**src/rtl/dma_defs.sv**
```systemverilog
// Shared definitions for the DMA block-copy engine: FSM state encodings and
// the fixed AXI request field encodings used on both request channels.
package dma_defs;

   typedef enum logic [2:0] {
      ST_IDLE    = 3'd0,
      ST_RD_REQ  = 3'd1,
      ST_RD_DATA = 3'd2,
      ST_WR_REQ  = 3'd3,
      ST_WR_DATA = 3'd4
   } dma_state_e;

   localparam logic [2:0]  AXI_SIZE_WORD  = 3'b010;
   localparam logic [1:0]  AXI_BURST_INCR = 2'b01;
   localparam int unsigned AXI_LEN_W      = 8;

endpackage

```
**src/rtl/dma_prefetch_fifo.sv**
```systemverilog
// Two-entry prefetch FIFO between the BRAM read port and the DMA write-data
// channel; synchronous flush on rst.
module dma_prefetch_fifo #(
   parameter int unsigned WIDTH = 32
) (
   input  logic             clk,
   input  logic             rst,
   input  logic             push,
   input  logic [WIDTH-1:0] push_data,
   input  logic             pop,
   output logic [WIDTH-1:0] pop_data,
   output logic             full,
   output logic             empty,
   output logic [1:0]       count
);

   logic [1:0][WIDTH-1:0] mem_q, mem_d;
   logic                  wr_ptr_q, wr_ptr_d;
   logic                  rd_ptr_q, rd_ptr_d;
   logic [1:0]            count_q, count_d;

   always_comb begin
      mem_d    = mem_q;
      wr_ptr_d = wr_ptr_q;
      rd_ptr_d = rd_ptr_q;
      if (push) begin
         mem_d[wr_ptr_q] = push_data;
         wr_ptr_d        = ~wr_ptr_q;
      end
      if (pop) begin
         rd_ptr_d = ~rd_ptr_q;
      end
      count_d = count_q + 2'(push) - 2'(pop);
   end

   always_ff @(posedge clk) begin
      if (rst) begin
         mem_q    <= '0;
         wr_ptr_q <= 1'b0;
         rd_ptr_q <= 1'b0;
         count_q  <= 2'd0;
      end else begin
         mem_q    <= mem_d;
         wr_ptr_q <= wr_ptr_d;
         rd_ptr_q <= rd_ptr_d;
         count_q  <= count_d;
      end
   end

   assign pop_data = mem_q[rd_ptr_q];
   assign full     = (count_q == 2'd2);
   assign empty    = (count_q == 2'd0);
   assign count    = count_q;

endmodule

```
**src/rtl/dma_controller.sv**
```systemverilog
// Block-copy engine between external memory (INCR bursts) and local BRAM.
// Optional busy-cycle counter enabled by defining DMA_CYCLE_COUNT_EN.
module dma_controller
   import dma_defs::*;
#(
   parameter int unsigned AXI_AWIDTH   = 32,
   parameter int unsigned AXI_DWIDTH   = 32,
   parameter int unsigned LOCAL_AWIDTH = 14,
   parameter int unsigned MAX_BURST    = 16
) (
   input  logic                    clk,
   input  logic                    rst,
   input  logic                    dma_start,
   input  logic                    dma_dir,
   input  logic [AXI_AWIDTH-1:0]   dma_src_addr,
   input  logic [AXI_AWIDTH-1:0]   dma_dst_addr,
   input  logic [31:0]             dma_len,
   output logic                    dma_idle,
   output logic                    dma_done,
   output logic [31:0]             dma_cycles,
   output logic                    mem_en,
   output logic [3:0]              mem_we,
   output logic [LOCAL_AWIDTH-1:0] mem_addr,
   output logic [AXI_DWIDTH-1:0]   mem_wdata,
   input  logic [AXI_DWIDTH-1:0]   mem_rdata,
   output logic                    dma_read_request_valid,
   input  logic                    dma_read_request_ready,
   output logic [AXI_AWIDTH-1:0]   dma_read_addr,
   output logic [AXI_LEN_W-1:0]    dma_read_len,
   output logic [2:0]              dma_read_size,
   output logic [1:0]              dma_read_burst,
   input  logic [AXI_DWIDTH-1:0]   dma_read_data,
   input  logic                    dma_read_data_valid,
   output logic                    dma_read_data_ready,
   output logic                    dma_write_request_valid,
   input  logic                    dma_write_request_ready,
   output logic [AXI_AWIDTH-1:0]   dma_write_addr,
   output logic [AXI_LEN_W-1:0]    dma_write_len,
   output logic [2:0]              dma_write_size,
   output logic [1:0]              dma_write_burst,
   output logic [AXI_DWIDTH-1:0]   dma_write_data,
   output logic                    dma_write_data_valid,
   input  logic                    dma_write_data_ready
);

   localparam int unsigned BEAT_W = 9;

   dma_state_e              state_q, state_d;
   logic [AXI_AWIDTH-1:0]   ext_addr_q, ext_addr_d;
   logic [LOCAL_AWIDTH-1:0] loc_addr_q, loc_addr_d;
   logic [31:0]             remaining_q, remaining_d;
   logic [AXI_LEN_W-1:0]    req_len_q, req_len_d;
   logic [BEAT_W-1:0]       beats_left_q, beats_left_d;
   logic [BEAT_W-1:0]       unissued_q, unissued_d;
   logic                    inflight_q, inflight_d;
   logic                    done_q, done_d;
   logic [BEAT_W-1:0]       cur_beats;
   logic                    last_beat;
   logic [2:0]              prefetch_occ;
   logic                    fifo_pop, fifo_full, fifo_empty;
   logic [1:0]              fifo_count;
   logic [AXI_DWIDTH-1:0]   fifo_data;

   function automatic logic [BEAT_W-1:0] burst_beats(input logic [31:0] rem);
      return (rem < 32'(MAX_BURST)) ? BEAT_W'(rem) : BEAT_W'(MAX_BURST);
   endfunction

   assign cur_beats = BEAT_W'(req_len_q) + BEAT_W'(1);

   dma_prefetch_fifo #(.WIDTH(AXI_DWIDTH)) u_fifo (
      .clk       (clk),
      .rst       (rst),
      .push      (inflight_q),
      .push_data (mem_rdata),
      .pop       (fifo_pop),
      .pop_data  (fifo_data),
      .full      (fifo_full),
      .empty     (fifo_empty),
      .count     (fifo_count)
   );

   always_comb begin
      state_d      = state_q;
      ext_addr_d   = ext_addr_q;
      loc_addr_d   = loc_addr_q;
      remaining_d  = remaining_q;
      req_len_d    = req_len_q;
      beats_left_d = beats_left_q;
      unissued_d   = unissued_q;
      inflight_d   = 1'b0;
      done_d       = done_q;
      last_beat    = 1'b0;
      fifo_pop     = 1'b0;
      prefetch_occ = 3'd0;
      mem_en       = 1'b0;
      mem_we       = 4'h0;
      mem_wdata    = '0;

      case (state_q)
         ST_IDLE: begin
            if (dma_start) begin
               done_d      = (dma_len == 32'd0);
               remaining_d = dma_len;
               ext_addr_d  = dma_dir ? dma_dst_addr : dma_src_addr;
               loc_addr_d  = LOCAL_AWIDTH'((dma_dir ? dma_src_addr : dma_dst_addr) >> 2);
               if (dma_len != 32'd0) begin
                  req_len_d    = AXI_LEN_W'(burst_beats(dma_len) - BEAT_W'(1));
                  beats_left_d = burst_beats(dma_len);
                  unissued_d   = burst_beats(dma_len);
                  state_d      = dma_dir ? ST_WR_REQ : ST_RD_REQ;
               end
            end
         end
         ST_RD_REQ: begin
            if (dma_read_request_ready) state_d = ST_RD_DATA;
         end
         ST_RD_DATA: begin
            if (dma_read_data_valid) begin
               mem_en       = 1'b1;
               mem_we       = 4'hF;
               mem_wdata    = dma_read_data;
               loc_addr_d   = loc_addr_q + LOCAL_AWIDTH'(1);
               beats_left_d = beats_left_q - BEAT_W'(1);
               last_beat    = (beats_left_q == BEAT_W'(1));
            end
         end
         ST_WR_REQ: begin
            if (dma_write_request_ready) state_d = ST_WR_DATA;
         end
         ST_WR_DATA: begin
            if (dma_write_data_ready && !fifo_empty) begin
               fifo_pop     = 1'b1;
               beats_left_d = beats_left_q - BEAT_W'(1);
               last_beat    = (beats_left_q == BEAT_W'(1));
            end
         end
         default: state_d = ST_IDLE;
      endcase

      // BRAM prefetch counts the slot freed by a same-cycle pop to sustain 1 beat/cycle
      prefetch_occ = 3'(fifo_count) + 3'(inflight_q) - 3'(fifo_pop);
      if ((state_q == ST_WR_REQ || state_q == ST_WR_DATA) && (unissued_q != '0) &&
          (prefetch_occ < 3'd2) && (!fifo_full || fifo_pop)) begin
         mem_en     = 1'b1;
         loc_addr_d = loc_addr_q + LOCAL_AWIDTH'(1);
         unissued_d = unissued_q - BEAT_W'(1);
         inflight_d = 1'b1;
      end

      if (last_beat) begin
         remaining_d = remaining_q - 32'(cur_beats);
         ext_addr_d  = ext_addr_q + AXI_AWIDTH'({cur_beats, 2'b00});
         if (remaining_d == 32'd0) begin
            state_d = ST_IDLE;
            done_d  = 1'b1;
         end else begin
            state_d      = (state_q == ST_RD_DATA) ? ST_RD_REQ : ST_WR_REQ;
            req_len_d    = AXI_LEN_W'(burst_beats(remaining_d) - BEAT_W'(1));
            beats_left_d = burst_beats(remaining_d);
            unissued_d   = burst_beats(remaining_d);
         end
      end
   end

   always_ff @(posedge clk) begin
      if (rst) begin
         state_q      <= ST_IDLE;
         ext_addr_q   <= '0;
         loc_addr_q   <= '0;
         remaining_q  <= '0;
         req_len_q    <= '0;
         beats_left_q <= '0;
         unissued_q   <= '0;
         inflight_q   <= 1'b0;
         done_q       <= 1'b0;
      end else begin
         state_q      <= state_d;
         ext_addr_q   <= ext_addr_d;
         loc_addr_q   <= loc_addr_d;
         remaining_q  <= remaining_d;
         req_len_q    <= req_len_d;
         beats_left_q <= beats_left_d;
         unissued_q   <= unissued_d;
         inflight_q   <= inflight_d;
         done_q       <= done_d;
      end
   end

`ifdef DMA_CYCLE_COUNT_EN
   logic [31:0] cycles_q, cycles_d;

   // Busy-cycle counter: restarts on an accepted start, saturates at all-ones
   always_comb begin
      cycles_d = cycles_q;
      if (state_q == ST_IDLE) begin
         if (dma_start) cycles_d = 32'd0;
      end else if (cycles_q != 32'hFFFF_FFFF) begin
         cycles_d = cycles_q + 32'd1;
      end
   end

   always_ff @(posedge clk) begin
      if (rst) cycles_q <= 32'd0;
      else     cycles_q <= cycles_d;
   end

   assign dma_cycles = cycles_q;
`else
   assign dma_cycles = 32'd0;
`endif

   assign dma_idle                = (state_q == ST_IDLE);
   assign dma_done                = done_q;
   assign mem_addr                = loc_addr_q;
   assign dma_read_request_valid  = (state_q == ST_RD_REQ);
   assign dma_read_addr           = ext_addr_q;
   assign dma_read_len            = req_len_q;
   assign dma_read_size           = AXI_SIZE_WORD;
   assign dma_read_burst          = AXI_BURST_INCR;
   assign dma_read_data_ready     = (state_q == ST_RD_DATA);
   assign dma_write_request_valid = (state_q == ST_WR_REQ);
   assign dma_write_addr          = ext_addr_q;
   assign dma_write_len           = req_len_q;
   assign dma_write_size          = AXI_SIZE_WORD;
   assign dma_write_burst         = AXI_BURST_INCR;
   assign dma_write_data          = fifo_data;
   assign dma_write_data_valid    = (state_q == ST_WR_DATA) && !fifo_empty;

endmodule

```
**config.mk**
```make
export PLATFORM = sky130hd
export DESIGN_NAME = dma_controller
export DESIGN_NICKNAME = d
export VERILOG_FILES = /design/src/rtl/dma_defs.sv /design/src/rtl/dma_prefetch_fifo.sv /design/src/rtl/dma_controller.sv
export SDC_FILE = /design/constraint.sdc
export NUM_CORES = 1
export LEC_CHECK = 0
export ABC_AREA = 1
export CORE_MARGIN = 2
export CORE_UTILIZATION = 52
export CTS_CLUSTER_SIZE = 14
export DETAILED_ROUTE_END_ITERATION = 8
export PLACE_DENSITY = 0.94
export SETUP_SLACK_MARGIN = 0.1
export SLEW_MARGIN = 20
export SYNTH_ARGS = -nofsm -noshare
export SYNTH_HDL_FRONTEND = slang
export SYNTH_HIERARCHICAL = 1
export SYNTH_SLANG_ARGS = --single-unit
```
**constraint.sdc**
```tcl
create_clock -name clk -period 8.6 [get_ports clk]
set_input_delay 1.29 -clock clk [delete_from_list [all_inputs] [get_ports clk]]
set_output_delay 1.29 -clock clk [all_outputs]
set_load 0.005 [all_outputs]
```
Word level (Yosys, flattened, before mapping)
Index checks and enable logic that the tools add are counted.
- output and inout port bits: 211
- word-level logic and storage cells: 133
- bits of input ports: 168
- bits in registers: 177
- add/subtract/negate cells: 12
- $lt $le $gt $ge: 6
- reductions and logical operators: 23
- muxes and demuxes: 63
- bitwise logic cells: 2
- equal/unequal tests: 13
- operators by type and width (kind ; count):
    two-way mux 32 bit ; 12
    two-way mux 9 bit ; 14
    bitwise mux 64 bit ; 1
    logical NOT 32 bit ; 2
    less-than comparator 32 x 5 -> 1 bit (second input constant) ; 2
    two-way mux 14 bit ; 3
    two-way mux 8 bit ; 5
    adder 32 x 11 -> 32 bit ; 1
    demux 32 bit (select 1 bit) ; 1
    nonzero test 32 bit ; 1
    subtractor 32 x 9 -> 32 bit ; 1
    one-hot mux 14 bit (2 select lines) ; 1
    one-hot mux 9 bit (3 select lines) ; 1
    subtractor 9 x 1 -> 9 bit (second input constant) ; 2
    two-way mux 16 bit ; 1
    subtractor 8 x 1 -> 8 bit (second input constant) ; 2
    two-way mux 3 bit ; 5
    adder 14 x 1 -> 14 bit (second input constant) ; 1
    two-way mux 1 bit ; 12
    one-hot mux 3 bit (4 select lines) ; 1
    adder 8 x 1 -> 9 bit (second input constant) ; 1
    == test 9 x 1 -> 1 bit (second input constant) ; 1
    inequality test 3 x 1 -> 1 bit (second input constant) ; 3
    inequality test 3 x 2 -> 1 bit (second input constant) ; 3
    28 further kinds ; 42

Logic depth before layout (Yosys ltp)
Gate-level depths: netlist of run 1.
- depth in word-level cells: 12
- depth in mapped cells: 28
- gate-level depth less buffers: 28

Modules after synthesis
The synthesis of run 1 kept the hierarchy.
- by module, submodules not included (module ; instances ; area an instance (sq um) ; seq. area each (sq um) ; cells an instance):
    dma_controller ; 1 ; 9754.4 ; 2182.1 ; 1628
    dma_prefetch_fifo ; 1 ; 2817.7 ; 1361.3 ; 341

Worst setup path before layout of run 1
No wires, ideal clock.
- path kind: input to output
- start point: input dma_write_data_ready
- end point: output mem_en
- path buffers: 0
- required time: 7.310 ns
- arrival: 2.930 ns
- path slack: 4.380 ns
- stages: 11
- cells stage by stage: nand2_1 nor2_2 ha_1 inv_1 nand2_1 fa_1 xnor2_1 nand4_1 nor2_2 inv_2 nand2_1
- longest elaborated chain between the ends: 8
- elaborated cells on any way between the ends: 9
- classes of those cells: add/sub: 1; order compare: 1; mux: 3; reduce/logical: 4
- ends and longest elaborated chain (element ; RTL line ; text):
    start, declared ; dma_controller.sv:43 ; input logic dma_write_data_ready
    logical AND 1 bit (*) ; dma_controller.sv:131 ; if (dma_write_data_ready && !fifo_empty) begin
    two-way mux 1 bit (*) ; dma_controller.sv:131 ;
    two-way mux 1 bit (*) ; dma_controller.sv:99 ; case (state_q)
    via fifo_pop ; dma_controller.sv:60 ; logic fifo_pop, fifo_full, fifo_empty;
    subtractor 3 x 1 -> 3 bit ; dma_controller.sv:141 ; prefetch_occ = 3'(fifo_count) + 3'(inflight_q) - 3'(fifo_pop);
    less-than comparator 3 x 2 -> 1 bit ; dma_controller.sv:143 ; (prefetch_occ < 3'd2) && (!fifo_full || fifo_pop)) begin
    logical AND 1 bit ; dma_controller.sv:142 ; if ((state_q == ST_WR_REQ || state_q == ST_WR_DATA) && (unissued_q != '0) &&
    logical AND 1 bit (*) ; dma_controller.sv:143 ;
    two-way mux 1 bit (*) ; dma_controller.sv:142 ;
    end, declared ; dma_controller.sv:21 ; output logic mem_en,
The timed path passes the listed nets; every way through them passes the cells marked *.

Final worst setup path of run 1
Ends and elaborated chain as after synthesis.

==> results of run 1 <==
## registers in the layout (all words and copies together) (netlist names)
signal,flops
u_fifo/count,2
mem_addr,14
dma_read_addr,32
inflight_q,1
remaining_q,32
dma_done,1
beats_left_q,9
unissued_q,9
u_fifo/rd_ptr_q,1
dma_read_len,8
u_fifo/mem_q,64
u_fifo/wr_ptr_q,1
state_q,3
## stage by stage
stage	utilization	power [mW]	instances	area (um2)	hold WS (ns)
finish	0.6837	4.680	2542	16140	0.4896
global route	0.6836	5.005	2541	16140	0.5108
CTS	0.6837	4.620	2540	16140	0.4896
detailed placement	0.6566	3.769	2508	15500	0.4700
global placement	0.6566	3.704	2508	15500	0.4563
floorplan	-	2.891	2009	12720	0.4486
## cells by family (layout without fill, tap and decap cells)
group           Yosys count  count (layout)  synth area share
simple gates            996             996            0.3341
buf+inv                 351             563            0.1399
compound gates          334             334            0.1498
flops                   177             177            0.2818
xor+xnor                 42              42           0.02926
mux                      36              36           0.03185
fa+ha+maj                31              31           0.03264
other cells               2              44         0.0005974
## worst max path at each step
stage	to	cells after the start	slack, ns	start
floorplan	mem_en	11	4.38	dma_write_data_ready
global placement	mem_en	13	3.12	dma_write_data_ready
detailed placement	mem_en	13	3.00	dma_write_data_ready
CTS	mem_en	13	2.99	dma_write_data_ready
global route	mem_en	13	2.78	dma_write_data_ready
finish	mem_en	13	2.92	dma_write_data_ready
## tightest hold or removal path, cell delays in order (launching register included)
cell and delay, ns:
dfxtp_1 0.33, nor2_1 0.04, nor2_1 0.08
## where the power goes
group          switching (mW)  internal (mW)  total (mW)  leakage (nW)
Combinational            1.57           1.03        2.61          5.20
Clock                   0.429          0.409       0.839         0.308
Sequential              0.238          0.997        1.23          1.44
Total                    2.24           2.44        4.68          6.95
## metal layers
metal	part of all wire	wire length (um)	up-vias
met4	0.073	3314	0
li1	-	-	6759
met1	0.36	16370	6618
met5	0	0	-
met2	0.48	22010	837
met3	0.083	3782	203
## cell usage in the layout (no fill, tap or decap), drive strengths merged, types with 28 or more instances in the layout
cell type        n
nand2          447
nor2           377
clkdlybuf4s50  333
inv            194
dfxtp          177
o21ai          166
nand3           94
a21oi           88
conb            42
mux2            32
a31oi           31
nand4           30
ha              28
## layout make-up
class	count	area, um2	share of cell area
Tap cell	319	399.1	0.02472
Sequential cell	177	3543	0.2195
Inverter	184	698.2	0.04325
Timing Repair Buffer	347	3431	0.2125
Multi-Input combinational cell	1481	7427	0.4601
Antenna cell	2	5.005	0.0003100
Clock inverter	15	214.0	0.01325
Clock buffer	17	425.4	0.02635
==> run_results.csv, run 1 <==
group,metric,value,unit
setup_path,critPathCaptureType,"primary output",
setup_path,cpMostUsedCell,"nand2_1",
global_routing,grt_pass1_vias,13768,
global_routing,antenna_found_initial,1,
setup_path,required,7.31,ns
detailed_routing,totalWireLength,45480,um
pwr,vdd_drop_max,0.1655,mV
setup_path,critPathArrivalTime,4.39,ns
cts,cts_buffer_depth,2,
logic_synthesis,synth-seq-cells,177,
setup_path,critical-path-top-delay-family,"buffers and inverters",
setup_path,reg2reg_depth,24,
timing,fin_skew,0.02421,ns
logic_synthesis,syn_area_per_cell,6.385,um2
global_routing,track_usage,0.3456,
setup_path,worst-path-buf-inv,4,
global_routing,top_usage_layer,"met2",
pwr,leakagePower,6.951,nW
hold_path,hp-class,"flip-flop to flip-flop",
logic_synthesis,ys_warn_count,6,
logic_synthesis,synth.most_common_cell,"nand2_1",
job,drv_cap,0,
floorplanning,initial_core_util,0.5324,
setup_path,crit_type,"input pin to primary output",
setup_path,crit_slowest_cell,"clkdlybuf4s50_1",
global_routing,grt_pass1_wl,70800,um
cts,post_cts_resized,0,
hold_path,holdPathEnd,"u_fifo/mem_q[7]$_SDFFE_PP0P_",
cts,cts_buffers,17,
timing,fin_ws,2.923,ns
setup_path,worstReg2RegStart,"dma_read_len[0]$_SDFF_PP0_",
cts,clk_latency,0.45,ns
placement,gp_congestion,1.041,
detailed_routing,ant_nets,0,
global_routing,use_met3,0.07189,
placement,io_buffers,336,
floorplanning,rows,56,
global_routing,use_met1,0.3749,
setup_path,cp-start-kind,"input pin",
timing,fin_crit_sh,0.6601,
cts,cts.sinks,177,
global_routing,grt_overflow,0,
floorplanning,core-area,23610,um2
setup_path,slowest_delay,0.55,ns
cells_and_area,final_nets,2407,
detailed_routing,drt_pass1_iterations,8,
timing,period_needed,5.677,ns
timing,fin_tns_setup,0,ns
global_routing,grt_util_met2,0.6006,
hold_path,whs_path_depth,2,
setup_path,crit_fanout,12,
cells_and_area,fillers,1943,
floorplanning,io-pin-count,379,
detailed_routing,wl_per_cell,17.89,um
logic_synthesis,synth_edf_count,0,
cts,cts_hold_buf,0,
logic_synthesis,synth-main-ff-cell,"dfxtp_1",
logic_synthesis,synthCells,1969,
cts,cts_tree,"yes",
floorplanning,dieWidth,159.5,um
floorplanning,dieArea,25440,um2
detailed_routing,dr_total_vias,14417,
logic_synthesis,ys_seq_area_frac,0.2818,
logic_synthesis,netlist_area,12570,um2
timing,rsz0062_at_grt,"false",
cells_and_area,syn_to_final_growth,28.40,%
timing,final_hold_viol_count,0,
logic_synthesis,synthTopCellsByCount,"437 x nand2_1, 359 x nor2_1, 177 x dfxtp_1",
logic_synthesis,synth_top_cell_by_area,"dfxtp_1",
cells_and_area,drive_above_1_share,0.06799,
global_routing,grt_max_degree,66,
detailed_routing,drc,0,
detailed_routing,drt-initial-drc-count,1254,
timing,finalSetupViolCount,0,
cts,cts_root_buffer,"clkbuf_16",
logic_synthesis,synth_cell_type_count,54,
outcome,outcome,"completed",
cts,clkSlewWorstSetupHoldPaths,0.08,ns
placement,place_ws,2.998,ns
detailed_routing,via_per_inst,5.672,
logic_synthesis,synth_top_area_share,0.2818,
timing,slew_viol_final,0,
logic_synthesis,postSynth.asyncResetShare,0,
timing,worst_slew_pin_slew,0.8816,ns
setup_path,reg2reg_to,"dma_read_len[4]$_SDFF_PP0_",
setup_path,rrSetupSlack,3.96,ns
placement,dp_hpwl,33880,um
pwr,power.density,289.9,nW/um2
hold_path,worstHoldStart,"u_fifo/mem_q[7]$_SDFFE_PP0P_",
floorplanning,die_h,159.5,um
setup_path,crit_chain,"clkdlybuf4s50_1, nand2_1, nor2_2, ha_1, inv_1, nand2_1, fa_1, xnor2_1, nand4_1, nor2_2, inv_2, nand2_1, clkdlybuf4s50_1",
timing,max_clock_freq,176.2,MHz
cts,post_cts_buffers,0,
logic_synthesis,synth_area_leaders,"dfxtp_1 28%, nand2_1 13%, nor2_1 11%",
cts,htree_num_levels,4,
timing,max-slew-margin-rel,0.4114,
No activity file was read; power rests on OpenSTA's default activity.
==> run 2, diff against run 1 <==
CORE_UTILIZATION = 49   (was 52)
PLACE_DENSITY = 0.9   (was 0.94)
clock period = 5.3 ns   (was 8.6 ns; I/O delays follow)
==> run 2 against run 1 <==
- routed wire length down 0.75%
- clock skew down 0.0061 ns
- non-clock buffer count grew 1
- core utilization down 4.1 points
- worst hold slack hardly changed
- total power up 61%
- critical endpoint unchanged
- largest power group unchanged
==> run_results.csv, run 2 (synthesis results as in run 1) <==
group,metric,value,unit
cts,post_cts_buffers,0,
cells_and_area,diodes,0,
timing,max-slew-margin-rel,0.4261,
cts,post_cts_resized,0,
timing,slew_viol_final,0,
setup_path,slowest_delay,0.55,ns
cts,cts_buffers,17,
global_routing,grt_pass1_vias,13318,
detailed_routing,via_per_inst,5.542,
cells_and_area,largest_reg_flops,64,
timing,period_needed,4.710,ns
detailed_routing,drt-initial-drc-count,1265,
floorplanning,io-pin-count,379,
timing,final_hold_viol_count,0,
cells_and_area,final_cell_count_no_fill,2552,
setup_path,cp-start-kind,"input pin",
global_routing,grt_max_degree,66,
detailed_routing,ant_nets,0,
cts,cts_root_buffer,"clkbuf_16",
outcome,outcome,"completed",
cts,cts_tree,"yes",
pwr,leakagePower,6.958,nW
floorplanning,initial_core_util,0.4993,
cells_and_area,fin_util,0.6422,
setup_path,cpMostUsedCell,"nand2_1",
cts,clk_latency,0.45,ns
pwr,power.density,467.2,nW/um2
global_routing,grt_overflow,0,
timing,fin_skew,0.01816,ns
timing,max_clock_freq,212.3,MHz
setup_path,reg2reg_depth,24,
global_routing,antenna_found_initial,0,
cts,cts.sinks,177,
cts,cts_buffer_depth,2,
placement,dp_hpwl,34190,um
cells_and_area,mostFrequentLayoutCell,"nand2_1",
setup_path,crit_fanout,12,
floorplanning,dieWidth,164.2,um
timing,fin_crit_sh,0.8887,
cells_and_area,top_register,"u_fifo/mem_q",
timing,fin_tns_setup,0,ns
detailed_routing,totalWireLength,45140,um
cells_and_area,drive_above_1_share,0.06796,
cells_and_area,final_nets,2408,
cts,clkSlewWorstSetupHoldPaths,0.09,ns
timing,worst_slew_pin_slew,0.8596,ns
cells_and_area,most-common-layout-cells,"437 x nand2_1, 358 x nor2_1, 334 x clkdlybuf4s50_1",
detailed_routing,drt_pass1_iterations,6,
pwr,power,7.555,mW
hold_path,whs_path_depth,2,
pwr,vdd_drop_max,0.2347,mV
placement,place_ws,0.6330,ns
floorplanning,core-area,25180,um2
timing,fin_ws,0.5900,ns
hold_path,hp-class,"flip-flop to flip-flop",
floorplanning,die_h,164.2,um
setup_path,crit_slowest_cell,"clkdlybuf4s50_1",
detailed_routing,wl_per_cell,17.69,um
placement,io_buffers,336,
cts,cts_hold_buf,0,
setup_path,crit_type,"input pin to primary output",
setup_path,required,4.51,ns
cts,htree_num_levels,4,
setup_path,critPathArrivalTime,3.92,ns
placement,gp_congestion,0.9809,
cells_and_area,syn_to_final_growth,28.63,%
setup_path,crit_chain,"clkdlybuf4s50_1, nand2_1, nor2_2, ha_1, inv_1, nand2_1, fa_1, xnor2_1, nand4_1, nor2_2, inv_2, nand2_1, clkdlybuf4s50_1",
job,drv_cap,0,
floorplanning,dieArea,26960,um2
setup_path,critPathCaptureType,"primary output",
floorplanning,rows,58,
detailed_routing,dr_total_vias,14143,
detailed_routing,drc,0,
timing,finalSetupViolCount,0,
timing,rsz0062_at_grt,"false",
global_routing,track_usage,0.3243,
placement,dp_cells,2520,
global_routing,grt_pass1_wl,68660,um
-- run 2: cell count changes in the layout (fill, tap and decap cells not counted) --
cell / delta
inv_12: -1
clkinv_8: +2
buf_4: +1
diode_2: -2
clkdlybuf4s50_1: +1
buf_2: -1
inv_6: -1
-- run 2: where the power goes --
part	internal [mW]	switching (mW)	leakage (nW)
clock network	0.664	0.688	0.310
logic	1.68	2.53	5.21
registers	1.62	0.374	1.44
-- run 2: final timing paths --
kind,to,start,slack [ns]
min reg2reg,u_fifo/mem_q[36]$_SDFFE_PP0P_,u_fifo/mem_q[36]$_SDFFE_PP0P_,0.49
max reg2reg,dma_read_len[4]$_SDFF_PP0_,dma_read_len[0]$_SDFF_PP0_,1.11
min,u_fifo/mem_q[36]$_SDFFE_PP0P_,u_fifo/mem_q[36]$_SDFFE_PP0P_,0.49
max,mem_en,dma_write_data_ready,0.59
-- run 2: critical path, delay by kind of cell --
kind / cells / cell delay, ns
simple gates: 6 / 1.04
fa+ha+maj: 2 / 0.65
xor+xnor: 1 / 0.19
buf+inv: 4 / 1.23
-- run 2: area by class of cell --
class                      instances  area, um2
clock buffer                      17      425.4
clock inverter                    15      221.5
fill                            2242       9010
inverter                         184      698.2
multi-input combinational       1481       7427
sequential                       177       3543
tap                              330      412.9
timing repair buffer             348       3443
-- run 2: per-stage QoR --
stage / hold slack (ns) / cell area [um2]
after detailed placement: 0.4669 / 15520
after CTS: 0.4876 / 16170
after global placement: 0.4555 / 15520
final: 0.4897 / 16170
after global routing: 0.4972 / 16170
after floorplan: 0.4486 / 12720
-- run 2: per-layer routing --
metal	part of all wire	vias up	GRT usage
met5	0	-	0
met4	0.068	0	0.2225
met3	0.081	168	0.06414
met2	0.48	769	0.5525
met1	0.37	6452	0.3644
li1	-	6754	-
